--- src/rtl/fpu_pkg.sv ---
// fpu_pkg: FPU op codes and op-class helpers shared by the FPU and its writeback stage
package fpu_pkg;
  localparam logic [3:0] FP_ADD = 4'd2;
  localparam logic [3:0] FP_SUB = 4'd4;
  localparam logic [3:0] FP_CEQ = 4'd8;
  localparam logic [3:0] FP_CLT = 4'd9;
  localparam logic [3:0] FP_CGT = 4'd10;
  localparam logic [3:0] FP_CGE = 4'd11;
  localparam logic [3:0] FP_CLE = 4'd13;
  function automatic logic is_arith(input logic [3:0] op);
    return op == FP_ADD || op == FP_SUB;
  endfunction
  function automatic logic is_cmp(input logic [3:0] op);
    return op == FP_CEQ || op == FP_CLT || op == FP_CGT || op == FP_CGE || op == FP_CLE;
  endfunction
endpackage

--- src/rtl/fp_scoreboard.sv ---
// fp_scoreboard: pending-write tracking and RAW/WAW issue stall, with same-cycle writeback clear
module fp_scoreboard
  import fpu_pkg::*;
#(
  parameter int NREGS = 32,
  parameter int AW = 5
) (
  input  logic             clk,
  input  logic             rst,
  input  logic [AW-1:0]    rd_addr_a,
  input  logic [AW-1:0]    rd_addr_b,
  input  logic             issue_valid,
  input  logic [3:0]       issue_op,
  input  logic [AW-1:0]    issue_dst,
  input  logic             wb_valid,
  input  logic [3:0]       wb_op,
  input  logic [AW-1:0]    wb_dst,
  output logic             issue_stall,
  output logic [NREGS-1:0] pending,
  output logic             fcc_pending
);
  logic [NREGS-1:0] wb_clr, eff, set;
  logic acc;
  always_comb begin
    wb_clr = (wb_valid && is_arith(wb_op)) ? NREGS'(1) << wb_dst : '0;
    eff = pending & ~wb_clr;
    issue_stall = issue_valid && (eff[rd_addr_a] || eff[rd_addr_b] || (is_arith(issue_op) && eff[issue_dst]));
    acc = issue_valid && !issue_stall;
    set = (acc && is_arith(issue_op)) ? NREGS'(1) << issue_dst : '0;
  end
  always_ff @(posedge clk) begin
    if (rst) begin
      pending <= '0;
      fcc_pending <= 1'b0;
    end else begin
      pending <= eff | set;
      fcc_pending <= (acc && is_cmp(issue_op)) || (fcc_pending && !(wb_valid && is_cmp(wb_op)));
    end
  end
endmodule

--- src/rtl/fp_regfile_wb.sv ---
// fp_regfile_wb: FP register file with bypassed reads, writeback, condition flag and issue scoreboard
module fp_regfile_wb
  import fpu_pkg::*;
#(
  parameter int NREGS = 32,
  parameter int AW = 5,
  parameter int DW = 32
) (
  input  logic             clk,
  input  logic             rst,
  input  logic [AW-1:0]    rd_addr_a,
  input  logic [AW-1:0]    rd_addr_b,
  output logic [DW-1:0]    rd_data_a,
  output logic [DW-1:0]    rd_data_b,
  input  logic             issue_valid,
  input  logic [3:0]       issue_op,
  input  logic [AW-1:0]    issue_dst,
  output logic             issue_stall,
  input  logic             wb_valid,
  input  logic [3:0]       wb_op,
  input  logic [AW-1:0]    wb_dst,
  input  logic [DW-1:0]    wb_data,
  output logic             fcc,
  output logic             fcc_valid,
  output logic [NREGS-1:0] pending
);
  logic [DW-1:0] regs [NREGS];
  logic wr, fcc_pending;
  always_comb begin
    wr = wb_valid && is_arith(wb_op);
    rd_data_a = (wr && wb_dst == rd_addr_a) ? wb_data : regs[rd_addr_a];
    rd_data_b = (wr && wb_dst == rd_addr_b) ? wb_data : regs[rd_addr_b];
    fcc_valid = !fcc_pending;
  end
  always_ff @(posedge clk) begin
    if (rst) begin
      for (int i = 0; i < NREGS; i++) regs[i] <= '0;
      fcc <= 1'b0;
    end else begin
      if (wr) regs[wb_dst] <= wb_data;
      if (wb_valid && is_cmp(wb_op)) fcc <= wb_data[0];
    end
  end
  fp_scoreboard #(.NREGS(NREGS), .AW(AW)) u_sb (
    .clk(clk), .rst(rst), .rd_addr_a(rd_addr_a), .rd_addr_b(rd_addr_b),
    .issue_valid(issue_valid), .issue_op(issue_op), .issue_dst(issue_dst),
    .wb_valid(wb_valid), .wb_op(wb_op), .wb_dst(wb_dst),
    .issue_stall(issue_stall), .pending(pending), .fcc_pending(fcc_pending)
  );
endmodule

--- config.mk ---
export PLATFORM = sky130hd
export DESIGN_NAME = fp_regfile_wb
export DESIGN_NICKNAME = d
export VERILOG_FILES = /design/src/rtl/fpu_pkg.sv /design/src/rtl/fp_scoreboard.sv /design/src/rtl/fp_regfile_wb.sv
export SDC_FILE = /design/constraint.sdc
export NUM_CORES = 2
export LEC_CHECK = 0
export BUFFER_PORTS_ARGS = -buffer_cell sky130_fd_sc_hd__buf_2
export CAP_MARGIN = 20
export CELL_PAD_IN_SITES_DETAIL_PLACEMENT = 0
export CELL_PAD_IN_SITES_GLOBAL_PLACEMENT = 1
export CORE_MARGIN = 4
export CORE_UTILIZATION = 54
export CTS_BUF_LIST = sky130_fd_sc_hd__clkbuf_8 sky130_fd_sc_hd__clkbuf_16
export DETAILED_ROUTE_END_ITERATION = 16
export PLACE_DENSITY = 0.92
export SYNTH_ARGS = -nofsm -noshare
export SYNTH_HDL_FRONTEND = slang
export SYNTH_SLANG_ARGS = --single-unit
--- constraint.sdc ---
create_clock -name clk -period 4.75 [get_ports clk]
set_input_delay 0.95 -clock clk [delete_from_list [all_inputs] [get_ports clk]]
set_output_delay 0.95 -clock clk [all_outputs]
set_load 0.03 [all_outputs]
After elaboration in Yosys (flattened, before gate mapping)
Memories as Yosys holds them, arrays and structs flattened.
Cells that the tools add are included.
{"block": "word_totals", "reg_bits": 34, "n_memories": 1, "elab_cells": 73, "mem_bits_rw": 1024}
{"memory": "regs", "words": 32, "width": 32, "read_ports": 2, "rd_ports_with_merged_regs": 0, "write_ports": 32, "line_no": "fp_regfile_wb.sv:27", "source": "logic [DW-1:0] regs [NREGS];"}
{"block": "classes", "n_mux": 18, "order_cmp": 3, "n_reduce_logical": 27, "n_shift": 2, "bitwise": 3, "n_eq_ne": 16}
{"op": "32-bit two-way mux", "count": 5}
{"op": "1-bit by 5-bit << shifter with 32-bit output (first input constant)", "count": 2}
{"op": "4-bit == test (second input constant)", "count": 10}
{"op": "32-bit bitwise AND", "count": 1}
{"op": "32-bit NOT", "count": 1}
{"op": "32-bit OR", "count": 1}
{"op": "32-bit OR reduction", "count": 1}
{"op": "5-bit by 6-bit less-than comparator with 1-bit output (second input constant)", "count": 3}
{"op": "1-bit binary-select mux with 5-bit select", "count": 3}
{"op": "1-bit logical OR", "count": 13}
{"op": "5-bit == test", "count": 2}
{"op": "1-bit logical AND", "count": 10}
{"op": "1-bit two-way mux", "count": 9}
{"op": "4-bit by 2-bit == test with 1-bit output (second input constant)", "count": 2}
{"op": "4-bit by 3-bit == test with 1-bit output (second input constant)", "count": 2}
{"op": "5-bit two-way mux", "count": 1}
{"op": "1-bit zero test", "count": 3}

Depth between registers and ports, before layout
{"block": "depth", "ltp_word": 16, "ltp_mapped": 12}

Cells and area by module
Synthesis repeated with hierarchy kept, for this count alone.
{"block": "hier_totals", "hier_cells": 4133, "area_unflattened_um2": 58502.4}
{"mod": "fp_regfile_wb", "area_each_um2": 55523.3, "cells_each": 3773, "seq_area_each_um2": 30769.5, "instances": 1}
{"mod": "fp_scoreboard", "area_each_um2": 2979.1, "cells_each": 360, "seq_area_each_um2": 660.6, "instances": 1}

Least setup slack after synthesis
No wires, ideal clock.
{"block": "synth_path", "kind": "in2out", "startpoint": "input port rd_addr_a[0]", "endpoint": "output port rd_data_a[12]", "stages": 8, "slack_ns": 0.147, "t_required_ns": 3.800, "n_path_buf": 4, "arrival_time_ns": 3.653, "cell_sequence": "clkbuf_1 > clkbuf_1 > buf_2 > buf_1 > mux4_2 > mux4_2 > mux2i_1 > o21ai_0"}
{"block": "synth_via", "elab_chain_cells": 3}
{"item": "start: declaration", "line_no": "fp_regfile_wb.sv:11", "source": "input logic [AW-1:0] rd_addr_a,"}
{"item": "parallel branches: the longest is 2 deep, another holds memory read 32 x 32 bit"}
{"item": "32-bit two-way mux *", "line_no": "fp_regfile_wb.sv:31", "source": "rd_data_a = (wr && wb_dst == rd_addr_a) ? wb_data : regs[rd_addr_a];"}
{"item": "end: declaration", "line_no": "fp_regfile_wb.sv:13", "source": "output logic [DW-1:0] rd_data_a,"}
Mark *: on every way between the ends.

Final worst setup path
{"block": "layout_path", "startpoint": "input port wb_op[3]", "endpoint": "output port issue_stall"}
{"block": "layout_via", "elab_chain_cells": 11}
{"item": "start: declaration", "line_no": "fp_regfile_wb.sv:20", "source": "input logic [3:0] wb_op,"}
{"item": "4-bit by 2-bit == test with 1-bit output or 4-bit by 3-bit == test with 1-bit output (tied branches)", "line_no": "fpu_pkg.sv:11", "source": "return op == FP_ADD || op == FP_SUB;"}
{"item": "1-bit logical OR *", "line_no": "fpu_pkg.sv:11"}
{"item": "1-bit logical AND *", "line_no": "fp_scoreboard.sv:25", "source": "wb_clr = (wb_valid && is_arith(wb_op)) ? NREGS'(1) << wb_dst : '0;"}
{"item": "32-bit two-way mux *", "line_no": "fp_scoreboard.sv:25"}
{"item": "32-bit NOT *", "line_no": "fp_scoreboard.sv:26", "source": "eff = pending & ~wb_clr;"}
{"item": "32-bit bitwise AND *", "line_no": "fp_scoreboard.sv:26"}
{"item": "1-bit binary-select mux with 5-bit select", "line_no": "fp_scoreboard.sv:27", "source": "issue_stall = issue_valid && (eff[rd_addr_a] || eff[rd_addr_b] || (is_arith(issue_op) && eff[issue_dst]));"}
{"item": "1-bit two-way mux (implied by the code)", "line_no": "fp_scoreboard.sv:27"}
{"item": "1-bit logical OR or 1-bit logical AND (tied branches)", "line_no": "fp_scoreboard.sv:27"}
{"item": "1-bit logical OR *", "line_no": "fp_scoreboard.sv:27"}
{"item": "1-bit logical AND *", "line_no": "fp_scoreboard.sv:27"}
{"item": "end: declaration", "line_no": "fp_regfile_wb.sv:18", "source": "output logic issue_stall,"}
Mark *: on every way between the ends. The rest lies on a longest branch, timed or not. The select of a mux whose other input is x is not followed.

==> results_dict.tcl <==
set metrics [dict create \
    outcome "completed" \
    synthesis.nets 3789 \
    num-nets-final 3901 \
    yosys.area.top_type "edfxtp_1" \
    dpl.hpwl_mm 112 \
    synth_area_um2 57700 \
    antenna_found_initial 12 \
    synth_edf_count 1024 \
    vias 37341 \
    crit_chain "buf_2 > or4b_1 > buf_4 > o41ai_1 > o32ai_1 > a22oi_1 > nand4_1 > a32oi_4 > o31ai_4 > and2_1 > buf_2" \
    finalCritPeriodShare_pct 99.1 \
    rows 119 \
    first_pass_iters 6 \
    gr-usage-all-layers_pct 33.5 \
    holdBufCountCts 0 \
    slowest_delay_ps 620 \
    cts_root_buf "clkbuf_16" \
    layout_common_cells "and2_1, edfxtp_1, mux4_2" \
    critPathLaunchType "input port" \
    first_global_vias 38524 \
    grt_max_degree 57 \
    path_common_cell "buf_2" \
    maxCapViolations 0 \
    gp_congestion 0.917 \
    hp-class "reg2reg" \
    r2r_setup_slack_ps 2140 \
    drtIter0Drc 6213 \
    layout_setup_ws_ps 41.6 \
    synthArstFlopShare_pct 0 \
    synth_seq_cells 1058 \
    dp.cells 5119 \
    fp.dieH_um 335 \
    synth_cell_type_count 69 \
    holdPathStages 2 \
    path_class "in2out" \
    dominantRegCellSynth "edfxtp_1" \
    wirelength_mm 186 \
    worstHoldStart "u_sb.fcc_pending" \
    layoutNonFillerInstCount 5322 \
    finalSetupTns_ps 0 \
    synthTopCellsByArea "edfxtp_1, mux4_2, and2_1, clkbuf_1, dfxtp_1" \
    synth_sequential_area_ratio_pct 54.5 \
    yosysTopAreaCellShare_pct 53.3 \
    viasPerCell 7.02 \
    ys.warnings.count 0 \
    drc 0 \
    critPathCaptureType "primary output" \
    arrival_ps 3760 \
    fin_hold_ws_ps 479 \
    detail-route-antenna-nets 0 \
    numCtsBuffers 107 \
    overflow 0 \
    startpoint "wb_op[3]" \
    worstHoldEndpoint "u_sb.fcc_pending" \
    coreArea_um2 106000 \
    path_clk_slew_ps 60 \
    crit_family "compound AO/OA/AOI/OAI gates" \
    max_slew.worst_pin.slew_ps 919 \
    powerDensity_nw_per_um2 341 \
    layout_commonest_cell "and2_1" \
    cts_sinks 1058 \
    worstSkewPairLatency_ps 700 \
    fp.dieW_um 335 \
    cts_tree "yes" \
    ir_drop_mv 0.300 \
    synthToLayoutAreaGrowth_pct 13.7 \
    initial_core_util_pct 54.6 \
    rr_worst_depth 9 \
    die_area_um2 112000 \
    relSlewSlack_pct 38.8 \
    final_hold_viol_count 0 \
    fillers 7361 \
    r2r-start "u_sb.pending[0]" \
    cp.required_ps 3800 \
    wl_per_cell_um 35.0 \
    leakage_nw 22.4 \
    slew_violations 0 \
    avgSynthCellArea_um2 15.5 \
    fin_crit_ps 4710 \
    numPortBuffers 162 \
    clk_path_buf_depth 3 \
    fmax_ghz 0.212 \
    top_level_ports 163 \
    syn_inst 3725 \
    skew_ps 25.2 \
    worstPathMaxFanout 5 \
    slowest_stage "or4b_1" \
    grt_pass1_wl_mm 269 \
    drive_gt1_share_pct 33.2 \
    r2r-end "u_sb.pending[23]" \
    cts_htree_levels 3 \
    path_buf_inv 3 \
    pre_cts_ws_ps 45.4 \
    finalSetupViolations 0 \
]
cells in the mapped netlist, types with 14 or more instances:
cell type and number:
and2_1 1029, edfxtp_1 1024, mux4_2 641, clkbuf_1 338, nand2_1 103, o21ai_0 74, mux2i_1 67, buf_1 56
nor2_1 50, dfxtp_1 34, o32ai_1 27, o21bai_1 24, o22ai_1 21, nor4_1 20, nor3_1 18, nand2b_1 15
inv_1 14
where the power goes:
part	switching, W	internal (W)
logic	0.00168	0.00132
clock network	0.00370	0.00473
registers	0.000238	0.0107
total	0.00562	0.0167
stage by stage:
stage               util, %  area, µm²  power [W]
finish                 62.1      65600     0.0224
global route           62.0      65600     0.0229
CTS                    62.0      65500     0.0223
detailed placement     58.7      62100     0.0140
global placement       58.7      62100     0.0140
floorplan                 -      57700     0.0129
cells by family after synthesis:
family	after synthesis	share of synthesized area, %
XOR/XNOR	14	0.213
flip-flops	1058	54.5
AND/OR/NAND/NOR	1295	13.4
AO/OA/AOI/OAI	221	2.79
multiplexers	712	26.3
buffers and inverters	425	2.83
routing by layer:
metal,wire (µm),up-vias,GRT usage (%)
met1,62500,18842,43.5
met4,10800,4,15.5
met2,87400,3095,52.9
li1,-,14727,-
met3,25700,673,9.67
met5,53,-,0
worst register-to-register path: cells and delay by family (launching register included):
kind,cells,cell delay [ps]
AO/OA/AOI/OAI,6,1210
buffers and inverters,2,570
flip-flops,1,440
multiplexers,1,270
how the worst max path moves through the flow:
stage	to	slack, ps	cells past startpoint
after global routing	issue_stall	-20	11
after detailed placement	issue_stall	50	11
final	issue_stall	40	11
after floorplan	rd_data_a[12]	150	8
after CTS	issue_stall	40	12
after global placement	issue_stall	80	11
area by class of cell:
| type | instances | area [µm²] | area share (%) |
|---|---|---|---|
| sequential | 1058 | 31400 | 47.9 |
| clock inverter | 92 | 768 | 1.17 |
| clock buffer | 108 | 2700 | 4.12 |
| timing repair buffer | 413 | 3710 | 5.66 |
| antenna | 3 | 7.51 | 0.0114 |
| inverter | 15 | 61.3 | 0.0935 |
| tap | 1391 | 1740 | 2.65 |
| multi-input combinational | 2242 | 25200 | 38.4 |
sequential cells by signal (all words and copies together) (netlist names):
signal / cells
regs: 1024
u_sb.pending: 32
u_sb.fcc_pending: 1
fcc: 1
what timing repair did:
action	4_1_cts	5_1_grt
gates resized for setup	1	9
setup buffers	0	0
endpoints found under the hold margin	0	0
setup endpoints to repair	1	1
pin swaps	0	3
(Power assumes the default switching activity.)
